$ cat src/rtl/uart_word_tx.sv
// ---------------------------------------------------------------------------
// uart_word_tx
//   Serial UART transmitter for 32-bit display words. Each accepted word is
//   sent as four 8N1 bytes, most significant byte first, with no gap between
//   bytes. One idle-high clock separates consecutive words when send is held.
//
// Ports
//   clk    in   1   system clock, rising edge
//   rst    in   1   synchronous reset, active-high
//   tx_en  in   1   1 = accept send requests; a frame in flight always completes
//   send   in   1   level-sensitive request, sampled every cycle while idle
//   data   in   32  word to transmit, latched only on acceptance
//   tx     out  1   serial line, idle high, registered
//   busy   out  1   high while a word is in flight, registered
//   done   out  1   one-cycle pulse after the final stop bit, registered
// ---------------------------------------------------------------------------
module uart_word_tx #(
    parameter int CLK_FREQ = 50_000_000,
    parameter int BAUD     = 9600
) (
    input  logic        clk,
    input  logic        rst,
    input  logic        tx_en,
    input  logic        send,
    input  logic [31:0] data,
    output logic        tx,
    output logic        busy,
    output logic        done
);

    localparam int BIT_CLKS = CLK_FREQ / BAUD;
    localparam int CNT_W    = (BIT_CLKS > 2) ? $clog2(BIT_CLKS) : 1;
    localparam logic [CNT_W-1:0] CNT_MAX = CNT_W'(BIT_CLKS - 1);

    typedef enum logic [1:0] {
        IDLE  = 2'd0,
        START = 2'd1,
        DATA  = 2'd2,
        STOP  = 2'd3
    } state_t;

    state_t           state, state_next;
    logic [CNT_W-1:0] baud_cnt, baud_cnt_next;
    logic [2:0]       bit_idx, bit_idx_next;
    logic [1:0]       byte_idx, byte_idx_next;
    logic [31:0]      shift_reg, shift_reg_next;
    logic             tx_next, busy_next, done_next;
    logic             bit_end;

    assign bit_end = (baud_cnt == CNT_MAX);

    // Outputs are computed one cycle ahead and registered, so tx/busy/done
    // change exactly on the clock edge at which the state changes.
    always_comb begin
        // NOTE: every combinational output gets a default first so no path
        // leaves it unassigned, which would otherwise infer a latch.
        state_next     = state;
        baud_cnt_next  = (bit_end || state == IDLE) ? '0 : baud_cnt + CNT_W'(1);
        bit_idx_next   = bit_idx;
        byte_idx_next  = byte_idx;
        shift_reg_next = shift_reg;
        tx_next        = tx;
        busy_next      = busy;
        done_next      = 1'b0;

        case (state)
            IDLE: begin
                if (tx_en && send) begin
                    state_next     = START;
                    shift_reg_next = data;
                    bit_idx_next   = '0;
                    byte_idx_next  = '0;
                    tx_next        = 1'b0;
                    busy_next      = 1'b1;
                end
            end
            START: begin
                if (bit_end) begin
                    state_next   = DATA;
                    bit_idx_next = '0;
                    // ~byte_idx selects data[31:24] for byte 0 ... data[7:0] for byte 3.
                    tx_next      = shift_reg[{~byte_idx, 3'd0}];
                end
            end
            DATA: begin
                if (bit_end) begin
                    if (bit_idx == 3'd7) begin
                        state_next = STOP;
                        tx_next    = 1'b1;
                    end else begin
                        bit_idx_next = bit_idx + 3'd1;
                        tx_next      = shift_reg[{~byte_idx, bit_idx + 3'd1}];
                    end
                end
            end
            STOP: begin
                if (bit_end) begin
                    if (byte_idx == 2'd3) begin
                        state_next = IDLE;
                        busy_next  = 1'b0;
                        done_next  = 1'b1;
                        tx_next    = 1'b1;
                    end else begin
                        state_next    = START;
                        byte_idx_next = byte_idx + 2'd1;
                        tx_next       = 1'b0;
                    end
                end
            end
            default: state_next = IDLE;
        endcase
    end

    always_ff @(posedge clk) begin
        // NOTE: sequential state uses non-blocking assignments so every
        // register samples the pre-edge values regardless of statement order.
        if (rst) begin
            state     <= IDLE;
            baud_cnt  <= '0;
            bit_idx   <= '0;
            byte_idx  <= '0;
            shift_reg <= '0;
            tx        <= 1'b1;
            busy      <= 1'b0;
            done      <= 1'b0;
        end else begin
            state     <= state_next;
            baud_cnt  <= baud_cnt_next;
            bit_idx   <= bit_idx_next;
            byte_idx  <= byte_idx_next;
            shift_reg <= shift_reg_next;
            tx        <= tx_next;
            busy      <= busy_next;
            done      <= done_next;
        end
    end

endmodule

$ cat config.mk
export PLATFORM = sky130hd
export DESIGN_NAME = uart_word_tx
export DESIGN_NICKNAME = d
export VERILOG_FILES = /design/src/rtl/uart_word_tx.sv
export SDC_FILE = /design/constraint.sdc
export NUM_CORES = 1
export LEC_CHECK = 0
export BUFFER_PORTS_ARGS = -buffer_cell sky130_fd_sc_hd__buf_2
export CAP_MARGIN = 20
export CELL_PAD_IN_SITES_DETAIL_PLACEMENT = 0
export CELL_PAD_IN_SITES_GLOBAL_PLACEMENT = 2
export CORE_AREA = 2 2 79 100
export CTS_CLUSTER_DIAMETER = 80
export DETAILED_ROUTE_END_ITERATION = 16
export DIE_AREA = 0 0 81 102
export PLACE_DENSITY = 0.79
export SYNTH_ARGS = -nofsm -noshare
export SYNTH_HDL_FRONTEND = slang
export SYNTH_SLANG_ARGS = --single-unit
$ cat constraint.sdc
create_clock -name clk -period 5.54 [get_ports clk]
set_input_delay 0.831 -clock clk [delete_from_list [all_inputs] [get_ports clk]]
set_output_delay 0.831 -clock clk [all_outputs]
set_load 0.03 [all_outputs]
==> impl_metrics.yaml <==
critical_path:
  crit_cells: 7
  cp_common_cell: "ha_1"
  cp_slowest_stage_delay_ns: 0.77
  path_cells: "ha_1, ha_1, mux4_2, mux2_2, a22oi_1, and3_1, o41ai_1"
  rr_endpoint: "tx"
  startpoint: "bit_idx[0]"
  reg2reg_slack_ns: 2.82
  critPathSlowestCell: "dfxtp_1"
  critPathKind: "reg -> reg"
  worst-path-buf-inv: 0
  cp-endpoint: "tx"
  end_kind: "register"
  required_ns: 5.73
  critPathLaunchType: "register"
  critical-path-top-delay-family: "multiplexers"
  reg2reg_from: "bit_idx[0]"
  worstPathArrival_ns: 2.91
  rr_worst_depth: 7
  crit_fanout: 14
timing:
  period_needed_ns: 2.721
  worstMarginPinSlew_ns: 0.7912
  clock.fmax_ghz: 0.3675
  relSlewSlack_pct: 47.25
  clock_skew_ns: 0.006008
  rsz0062_at_grt: "no"
  slew_violations: 0
  setup-tns-final_ns: 0
  hold_viol: 0
  hold-worst-slack_ns: 0.4560
  setup_viol: 0
  min_period_over_period_pct: 49.12
power_and_ir_drop:
  seqPwrFrac_pct: 47.7
  leakagePower_nw: 1.086
  p_switching_w: 0.0003016
  peakVddDrop_uv: 139.9
  intPower_w: 0.0006740
  power_density_nw_per_um2: 327.9
  clkPwrFrac_pct: 26.6
  swShare_pct: 30.91
  combPwrFrac_pct: 25.7
clock_network:
  hold_buffers: 0
  numCtsBuffers: 5
  cts-root-buf: "clkbuf_8"
  cts_sinks: 55
  cts_resized: 0
  htree_levels: 2
  clk_latency_ns: 0.31
  cts_post_setup_buffers_inserted: 0
  clockBufferDepth: 2
  clkTransAtPathRegs_ns: 0.09
  tritoncts: "yes"
finish:
  multiInputGateArea_um2: 1415
  fin_cells: 427
  fill_cells: 812
  area_growth_pct: 14.60
  nets: 379
  n_antenna_cell: 0
  regArea_um2: 1101
  drive_gt1_share_pct: 18.51
  largest_reg_flops: 32
global_route:
  grt-ovfl-total: 0
  antenna_found_initial: 0
  grt_pass1_wl_um: 9266
  first_global_vias: 2012
  grt_start_max_net_pins: 44
  track_usage_pct: 14.50
detailed_routing:
  wl_um: 5754
  vias: 2126
  detail-route-antenna-nets: 0
  drc: 0
  drt-initial-drc-count: 70
  avgViaCountPerCell: 4.979
  wire_per_inst_um: 13.48
  firstDrtPassIters: 5
synth:
  ys_async_sr_fraction_pct: 0
  postSynthAreaPerCell_um2: 8.512
  syn-instance-count: 305
  netlist_area_um2: 2596
  yosys_most_used_dff: "dfxtp_1"
  synth_top_cell_by_area: "dfxtp_1"
  synth_edf_count: 0
  synth_cell_types: 44
  synth_warnings: 0
  synth_area_leaders: "dfxtp_1, nand2_1, a21oi_1"
  synth_nets: 349
  synth_top_area_share_pct: 42.41
  seq_area_frac_synth_pct: 42.41
  synth.ff_latch_count: 55
floorplan:
  die_area_um2: 8262
  io_pins: 39
  die_y_um: 102
  initial_utilization_pct: 35.71
  core_um2: 7269
  fp-row-count: 35
  die_w_um: 81
placement:
  dp_hpwl_um: 4194
  gp_congestion: 0.7715
  io_buffers: 38
  placed_cells: 419
job:
  drv_cap: 0
run_status:
  status: "completed"
hold_path:
  hp-class: "reg -> reg"
per-stage QoR:
step                      total power, W  setup WS (ns)  cell area (um^2)  utilization, %
after floorplan                0.0006534          3.292              2596               -
after global placement         0.0007160          2.879              2833           38.97
after detailed placement       0.0007254          2.781              2848           39.17
after CTS                      0.0009842          2.780              2950           40.59
after global routing            0.001036          2.626              2975           40.93
final                          0.0009755          2.819              2975           40.93
cell type report:
type / count / share of cell area (%)
Multi-Input combinational cell: 230 / 47.56
Tap cell: 92 / 3.869
Sequential cell: 55 / 37.01
Clock inverter: 1 / 1.009
Clock buffer: 6 / 2.439
Inverter: 3 / 0.3785
Timing Repair Buffer: 40 / 7.738
kinds of logic (layout without fill, tap and decap cells):
| group | Yosys count | count (layout) | share of synthesized area (%) |
|---|---|---|---|
| adder cells (fa/ha/maj) | 8 | 8 | 3.856 |
| multiplexers | 16 | 16 | 9.109 |
| flip-flops | 55 | 55 | 42.41 |
| XOR/XNOR | 7 | 7 | 2.361 |
| buffers and inverters | 20 | 50 | 3.084 |
| AO/OA/AOI/OAI | 62 | 62 | 13.69 |
| AND/OR/NAND/NOR | 137 | 137 | 25.49 |
cell usage after synthesis, types with 2 or more instances:
library cell / number
clkbuf_1: 15
inv_1: 3
nand2b_1: 4
o21ai_0: 6
a221oi_1: 3
a21oi_1: 42
nor3_1: 2
mux4_2: 6
and3_1: 4
a22oi_1: 3
nand3_1: 6
mux2i_1: 9
dfxtp_1: 55
and2_1: 2
nor2_1: 16
or3_1: 5
ha_1: 8
nand4_1: 4
xor2_1: 6
nand2_1: 78
or2_2: 3
nor2b_1: 3
how the worst min path moves through the flow:
stage | slack [ns] | from | end | depth (start not counted)
2_1_floorplan | 0.43 | baud_cnt[0] | baud_cnt[0] | 1
3_5_place_dp | 0.45 | shift_reg[11] | shift_reg[11] | 2
6_report | 0.46 | shift_reg[11] | shift_reg[11] | 2
4_1_cts | 0.46 | shift_reg[23] | shift_reg[23] | 2
3_3_place_gp | 0.44 | shift_reg[23] | shift_reg[23] | 2
5_1_grt | 0.48 | shift_reg[17] | shift_reg[17] | 2
cell usage in the layout, fill, tap and decap left out, types with 2 or more instances in the layout:
cell,count
or2_2,3
mux4_2,6
nand4_1,4
dfxtp_1,55
nor2_1,16
ha_1,8
a22oi_1,3
mux2i_1,9
a21oi_1,42
nand2_1,78
inv_1,3
buf_2,38
clkbuf_8,5
nand3_1,6
nor2b_1,3
and2_1,2
nor3_1,2
a221oi_1,3
o21ai_0,6
nand2b_1,4
or3_1,5
xor2_1,6
and3_1,4
layer usage:
metal	track usage, %	routed length, um	up-vias
li1	-	-	1115
met1	16.30	2535	983
met2	27.15	2978	23
met3	2.739	164	5
met4	4.694	76	0
met5	0	0	-
worst register-to-register path, stage by stage (launching register included):
cell and delay, ns:
dfxtp_1 0.77, ha_1 0.27, ha_1 0.35, mux4_2 0.55, mux2_2 0.27, a22oi_1 0.17, and3_1 0.17, o41ai_1 0.07
power by group through the flow:
stage	Combinational, W	Sequential [W]	Clock (W)
after floorplan	0.000182	0.000472	0
after global placement	0.000242	0.000474	0
after detailed placement	0.000250	0.000475	0
after CTS	0.000251	0.000466	0.000267
after global routing	0.000283	0.000470	0.000283
final	0.000251	0.000465	0.000260
Note: power is estimated with default switching activity, not from simulation.
